===== src/rtl/dmem_mmio_bridge.sv =====
// Splits core data-memory accesses between the data RAM and a 16-byte MMIO window
// (TX byte FIFO, status, cycle counter, TOHOST halt). Define CYCLE_COUNTER_EN to build the counter.
module dmem_mmio_bridge #(
  parameter int unsigned      WIDTH      = 32,
  parameter int unsigned      DADDR      = 16,
  parameter int unsigned      FIFO_DEPTH = 8,
  parameter logic [DADDR-1:0] MMIO_BASE  = 16'hFF00
) (
  input  logic             clk,
  input  logic             reset,
  input  logic [DADDR-1:0] dmem_addr,
  input  logic [WIDTH-1:0] dmem_wdata,
  input  logic             dmem_wr_en,
  output logic [WIDTH-1:0] dmem_rdata,
  output logic [DADDR-1:0] ram_addr,
  output logic [WIDTH-1:0] ram_wdata,
  output logic             ram_wr_en,
  input  logic [WIDTH-1:0] ram_rdata,
  output logic [7:0]       tx_data,
  output logic             tx_valid,
  input  logic             tx_ready,
  output logic             halt,
  output logic [WIDTH-1:0] exit_code
);

  localparam int unsigned PtrW = $clog2(FIFO_DEPTH);
  localparam int unsigned CntW = PtrW + 1;

  localparam logic [1:0] OffTxData = 2'd0;
  localparam logic [1:0] OffStatus = 2'd1;
  localparam logic [1:0] OffCycle  = 2'd2;
  localparam logic [1:0] OffToHost = 2'd3;

  logic [7:0]       mem_q [FIFO_DEPTH];
  logic [PtrW-1:0]  rd_ptr_q, rd_ptr_d;
  logic [PtrW-1:0]  wr_ptr_q, wr_ptr_d;
  logic [CntW-1:0]  count_q, count_d;
  logic             ovf_q, ovf_d;
  logic             halt_q, halt_d;
  logic [WIDTH-1:0] exit_code_q, exit_code_d;

  logic             mmio_hit;
  logic [1:0]       offset;
  logic             mmio_wr;
  logic             fifo_full;
  logic             fifo_empty;
  logic             push_req;
  logic             push;
  logic             pop;
  logic [WIDTH-1:0] status;
  logic [WIDTH-1:0] cycle_val;
  logic             unused_addr_lo;

  assign mmio_hit       = (dmem_addr[DADDR-1:4] == MMIO_BASE[DADDR-1:4]);
  assign offset         = dmem_addr[3:2];
  assign unused_addr_lo = ^dmem_addr[1:0];

  // Every MMIO side effect is gated by halt; only reads stay live afterwards.
  assign mmio_wr    = mmio_hit & dmem_wr_en & ~halt_q;
  assign fifo_full  = (count_q == CntW'(FIFO_DEPTH));
  assign fifo_empty = (count_q == '0);
  assign pop        = ~fifo_empty & tx_ready;
  assign push_req   = mmio_wr & (offset == OffTxData);
  // A pop in the same cycle frees the slot a full FIFO needs.
  assign push       = push_req & (~fifo_full | pop);

  assign ram_addr  = dmem_addr;
  assign ram_wdata = dmem_wdata;
  assign ram_wr_en = dmem_wr_en & ~mmio_hit & ~halt_q;

  assign tx_valid  = ~fifo_empty;
  assign tx_data   = mem_q[rd_ptr_q];
  assign halt      = halt_q;
  assign exit_code = exit_code_q;

`ifdef CYCLE_COUNTER_EN
  logic [WIDTH-1:0] cycle_q, cycle_d;

  always_comb begin
    cycle_d = cycle_q;
    if (!halt_q) begin
      cycle_d = cycle_q + WIDTH'(1);
    end
  end

  always_ff @(posedge clk or posedge reset) begin
    if (reset) begin
      cycle_q <= '0;
    end else begin
      cycle_q <= cycle_d;
    end
  end

  assign cycle_val = cycle_q;
`else
  assign cycle_val = '0;
`endif

  always_comb begin
    rd_ptr_d    = rd_ptr_q;
    wr_ptr_d    = wr_ptr_q;
    count_d     = count_q;
    ovf_d       = ovf_q;
    halt_d      = halt_q;
    exit_code_d = exit_code_q;

    if (pop) begin
      rd_ptr_d = rd_ptr_q + PtrW'(1);
    end
    if (push) begin
      wr_ptr_d = wr_ptr_q + PtrW'(1);
    end
    case ({push, pop})
      2'b10:   count_d = count_q + CntW'(1);
      2'b01:   count_d = count_q - CntW'(1);
      default: count_d = count_q;
    endcase

    if (mmio_wr) begin
      case (offset)
        OffTxData: begin
          if (fifo_full && !pop) begin
            ovf_d = 1'b1;
          end
        end
        OffStatus: begin
          if (dmem_wdata[2]) begin
            ovf_d = 1'b0;
          end
        end
        OffToHost: begin
          halt_d      = 1'b1;
          exit_code_d = dmem_wdata;
        end
        default: ;
      endcase
    end
  end

  always_ff @(posedge clk or posedge reset) begin
    if (reset) begin
      for (int i = 0; i < int'(FIFO_DEPTH); i++) begin
        mem_q[i] <= '0;
      end
      rd_ptr_q    <= '0;
      wr_ptr_q    <= '0;
      count_q     <= '0;
      ovf_q       <= 1'b0;
      halt_q      <= 1'b0;
      exit_code_q <= '0;
    end else begin
      if (push) begin
        mem_q[wr_ptr_q] <= dmem_wdata[7:0];
      end
      rd_ptr_q    <= rd_ptr_d;
      wr_ptr_q    <= wr_ptr_d;
      count_q     <= count_d;
      ovf_q       <= ovf_d;
      halt_q      <= halt_d;
      exit_code_q <= exit_code_d;
    end
  end

  always_comb begin
    status          = '0;
    status[0]       = fifo_full;
    status[1]       = fifo_empty;
    status[2]       = ovf_q;
    status[8+:CntW] = count_q;
  end

  // Same-cycle read path: the core consumes dmem_rdata combinationally.
  always_comb begin
    dmem_rdata = ram_rdata;
    if (mmio_hit) begin
      case (offset)
        OffTxData: dmem_rdata = '0;
        OffStatus: dmem_rdata = status;
        OffCycle:  dmem_rdata = cycle_val;
        OffToHost: dmem_rdata = exit_code_q;
        default:   dmem_rdata = '0;
      endcase
    end
  end

endmodule


===== config.mk =====
export PLATFORM = sky130hd
export DESIGN_NAME = dmem_mmio_bridge
export DESIGN_NICKNAME = d
export VERILOG_FILES = /design/src/rtl/dmem_mmio_bridge.sv
export SDC_FILE = /design/constraint.sdc
export NUM_CORES = 1
export LEC_CHECK = 0
export CAP_MARGIN = 15
export CORE_MARGIN = 8
export CORE_UTILIZATION = 49
export CTS_CLUSTER_DIAMETER = 60
export DETAILED_ROUTE_END_ITERATION = 6
export PLACE_DENSITY = 0.91
export SYNTH_ARGS = -nofsm -noshare
export SYNTH_HDL_FRONTEND = slang
export SYNTH_SLANG_ARGS = --single-unit

===== constraint.sdc =====
create_clock -name clk -period 4.6 [get_ports clk]
set_input_delay 0.46 -clock clk [delete_from_list [all_inputs] [get_ports clk]]
set_output_delay 0.46 -clock clk [all_outputs]
set_load 0.005 [all_outputs]

==> run summary <==
The synthesized netlist occupies a cell area of 5829 µm². Yosys printed 0 warnings. The run finished with clean final reports.

Synthesis handed over a netlist of 476 instances. The critical path capture point type was an output port. The run gives 0 as the antenna diode instance count. In this run, CTS created clock tree buffers numbering 9.

The launching element type of the critical path is an input pin. For this design the ratio of total power to cell area is 290.3 nW/µm². The share of the synthesized area in the top cell type was 46.36%. The busiest metal layer after global routing is met2.

A synthesized cell averages 12.25 µm². The logs give 49.35% for the effective utilization at floorplan and 0 for the cts-stage hold buffer count. The count of pins on the block boundary is 207. Counting flops with a built-in enable in the synthesized netlist gives 0. Average vias per placed instance: 5.524. For this block, the initial DRC count from the detailed router was 194.

Measured along the x axis, the die boundary spans 125.1 µm. The area enclosed by the die boundary was 15640 µm². Global routing consumed, on the met1 layer, 23.33% of the routing resources.

In this run the post-CTS setup repair buffer count came out at 0. For this run, the top clock speed supported by timing is 0.3247 GHz. The tools report the latest clock arrival within the worst-skew pair as 0.35 ns. The logs give 0 for the quantity of gates resized following cts and 108 for the total clock sinks. The final setup violation count came out at 0.

VDD sags by at most 0.1803 mV. In this run the standard cell core region covers 11810 µm². The run gives 4.14 ns as the required time of the worst setup path. In this run the static leakage power is 3.641 nW. The most frequent cell after synthesis is sky130_fd_sc_hd__dfrtp_1.

CTS built an H-tree with a depth of 3. The worst setup path is of the input pin to output port kind. The worst path in the final design needs a cycle of 3.079 ns, including I/O delays and setup.

For met2 alone, demand over resource in global routing was 35.63%. The run gives 0.4144 ns as the worst hold margin. Setup repair after global routing left no endpoint under its margin. The depth of the worst register-to-register path is 10.

The endpoint of the worst-slack reg-to-reg timing path is count_q[2]. After global routing the overflow that remains totals 0. The number of standard-cell rows in the floorplan is 40, and the flop and latch count out of synthesis is 108. After the last flow step, the layout net total stands at 712. The tree is rooted in a sky130_fd_sc_hd__clkbuf_16.

The pin slew with the least headroom to its limit is 0.9404 ns. Clock-pin slew was measured on the worst setup and hold paths at 0.07 ns. The setup slack of the most critical reg-to-reg path came out at 1.91 ns.

The post-route netlist has 26.59% of its cells at a drive strength greater than 1. The routed layout has 4281 vias. The logs give 4703 for the via count of the first global-routing pass and 48 for the number of different library cells in the post-synthesis netlist. At the end of routability-driven placement, the weighted congestion stood at 0.8271.

For this run, global-route usage on met3 was measured as 6.375%. The launch point of the worst reg-to-reg path is count_q[0]. The clock passes through at most 2 buffers. After detailed routing, the average wire length per cell comes to 20.79 µm. The first detailed-routing pass took 4 iterations. The initial antenna violation count was 0. The critical-path maximum fanout is 25, and the final clock period utilization by the worst path is 66.94%. TritonCTS built the clock tree.

After synthesis, the most frequently instantiated cells are sky130_fd_sc_hd__dfrtp_1 (108), sky130_fd_sc_hd__mux2_2 (107), sky130_fd_sc_hd__nand2_1 (70), sky130_fd_sc_hd__buf_4 (48), sky130_fd_sc_hd__nand3_1 (36). The filler cell count in the final layout was 840; the post-synthesis to final-layout area growth was 36.34%. The tools report the placed wire-length estimate after detailed placement as 11850 µm. Yosys attributes the largest share of cell area to sky130_fd_sc_hd__dfrtp_1 (46%), sky130_fd_sc_hd__mux2_2 (21%), sky130_fd_sc_hd__buf_4 (6.2%), sky130_fd_sc_hd__mux4_2 (6.2%), sky130_fd_sc_hd__nand2_1 (4.5%). The antenna violation net count after detailed routing is 0.

The final routed DRC violation total was 0. Measured against its own limit, the worst slew margin works out to 37.16%. Setup total negative slack on the finished layout was measured at 0 ns. Of the synthesized area, sequential elements account for 46.36%. Counting flops with an async set or reset pin after synthesis yields a share of 100.0%. In this run the worst hold path is classified as input pin to asynchronous set/reset pin.

The final number of hold-violating endpoints was 0; the overall fraction of global-route tracks in use was 20.50%. Entering global routing, the biggest net connects 86 pins. The die outline height is 125.1 µm, and the port buffer count is 202. The number of max-capacitance violations reported was 0; the final-report max-slew violation count was 0. The tools report the number of nets in the synthesized netlist as 565. The logs give 0.009478 ns for the worst clock skew and 2.62 ns for the critical path data arrival time. After detailed routing, the total wire length is 16110 µm. The first global-routing pass estimated 25860 µm of wire.

Predominant post-synthesis flop cell: sky130_fd_sc_hd__dfrtp_1. sky130_fd_sc_hd__dfrtp_1 takes more of the synthesized area than any other cell.
[where the power goes]
group | internal (mW) | switching (mW)
Combinational | 0.297 | 0.181
Sequential | 0.982 | 0.102
Clock | 0.379 | 0.367
Total | 1.66 | 0.650
[per-stage QoR]
stage                     utilization (%)  setup WS, ns  total power [mW]  instance area [µm²]  instances
after floorplan                         -         1.294             1.368                 5829        476
after global routing                67.29         1.397             2.410                 7948        775
after global placement              64.40         1.419             1.534                 7606        757
after CTS                           66.82         1.278             2.295                 7893        773
final                               67.29         1.521             2.308                 7948        775
after detailed placement            64.40         1.283             1.552                 7606        757
[cells in the final DEF (no fill, tap or decap), types with 2 or more instances in the layout]
| cell type | n |
|---|---|
| sky130_fd_sc_hd__mux2_2 | 107 |
| sky130_fd_sc_hd__nor4_4 | 4 |
| sky130_fd_sc_hd__o21ai_0 | 3 |
| sky130_fd_sc_hd__inv_6 | 2 |
| sky130_fd_sc_hd__mux4_2 | 16 |
| sky130_fd_sc_hd__mux2_4 | 3 |
| sky130_fd_sc_hd__nor3_1 | 2 |
| sky130_fd_sc_hd__xor2_1 | 5 |
| sky130_fd_sc_hd__ha_1 | 5 |
| sky130_fd_sc_hd__buf_4 | 3 |
| sky130_fd_sc_hd__clkdlybuf4s50_1 | 202 |
| sky130_fd_sc_hd__and2_1 | 2 |
| sky130_fd_sc_hd__clkbuf_16 | 9 |
| sky130_fd_sc_hd__nand2b_1 | 3 |
| sky130_fd_sc_hd__nand3_1 | 36 |
| sky130_fd_sc_hd__xnor2_1 | 4 |
| sky130_fd_sc_hd__a21oi_1 | 2 |
| sky130_fd_sc_hd__nor3_2 | 3 |
| sky130_fd_sc_hd__nor2_1 | 3 |
| sky130_fd_sc_hd__dfrtp_1 | 108 |
| sky130_fd_sc_hd__nand2_1 | 70 |
| sky130_fd_sc_hd__mux2_1 | 2 |
| sky130_fd_sc_hd__buf_16 | 2 |
[cell type report]
cell class / count / area (µm²) / area share, %
tap: 147 / 183.9 / 2.314
clock inverter: 6 / 57.56 / 0.7242
timing repair buffer: 207 / 2100 / 26.42
sequential: 108 / 2703 / 34.01
inverter: 2 / 10.01 / 0.1259
clock buffer: 10 / 229.0 / 2.881
multi-input combinational: 295 / 2665 / 33.53
[worst max-delay path by stage]
stage / from / end / cells past startpoint
after CTS: rd_ptr_q[0] / tx_data[5] / 3
after detailed placement: dmem_addr[10] / count_q[2] / 12
final: dmem_addr[3] / dmem_rdata[3] / 6
after floorplan: reset / count_q[0] / 1
after global routing: dmem_addr[3] / dmem_rdata[3] / 6
after global placement: dmem_addr[10] / count_q[2] / 12
[logic make-up after synthesis]
kind of cell             share of synthesized area [%]
multiplexers                                     28.01
AO/OA/AOI/OAI                                    1.331
buffers and inverters                            8.049
adder cells (fa/ha/maj)                          1.073
XOR/XNOR                                         1.352
flip-flops                                       46.36
AND/OR/NAND/NOR                                  13.82
[sequential cells by signal, indices dropped and copies added (netlist names)]
register and cells:
rd_ptr_q 3, exit_code 32, halt 1, ovf_q 1, count_q 4, wr_ptr_q 3
mem_q 64
[metal layers]
layer / wire length (µm) / vias up
li1: - / 1929
met1: 6316 / 2166
met2: 8319 / 158
met3: 1114 / 28
met4: 361 / 0
met5: 0 / -
[worst max-delay path, stage by stage]
cell and delay [ns]:
sky130_fd_sc_hd__clkdlybuf4s50_1 0.87, sky130_fd_sc_hd__and2_1 0.24, sky130_fd_sc_hd__buf_4 0.28, sky130_fd_sc_hd__nand3_1 0.11, sky130_fd_sc_hd__nand2_1 0.12, sky130_fd_sc_hd__clkdlybuf4s50_1 0.52
Note: power is estimated with default switching activity, not from simulation.
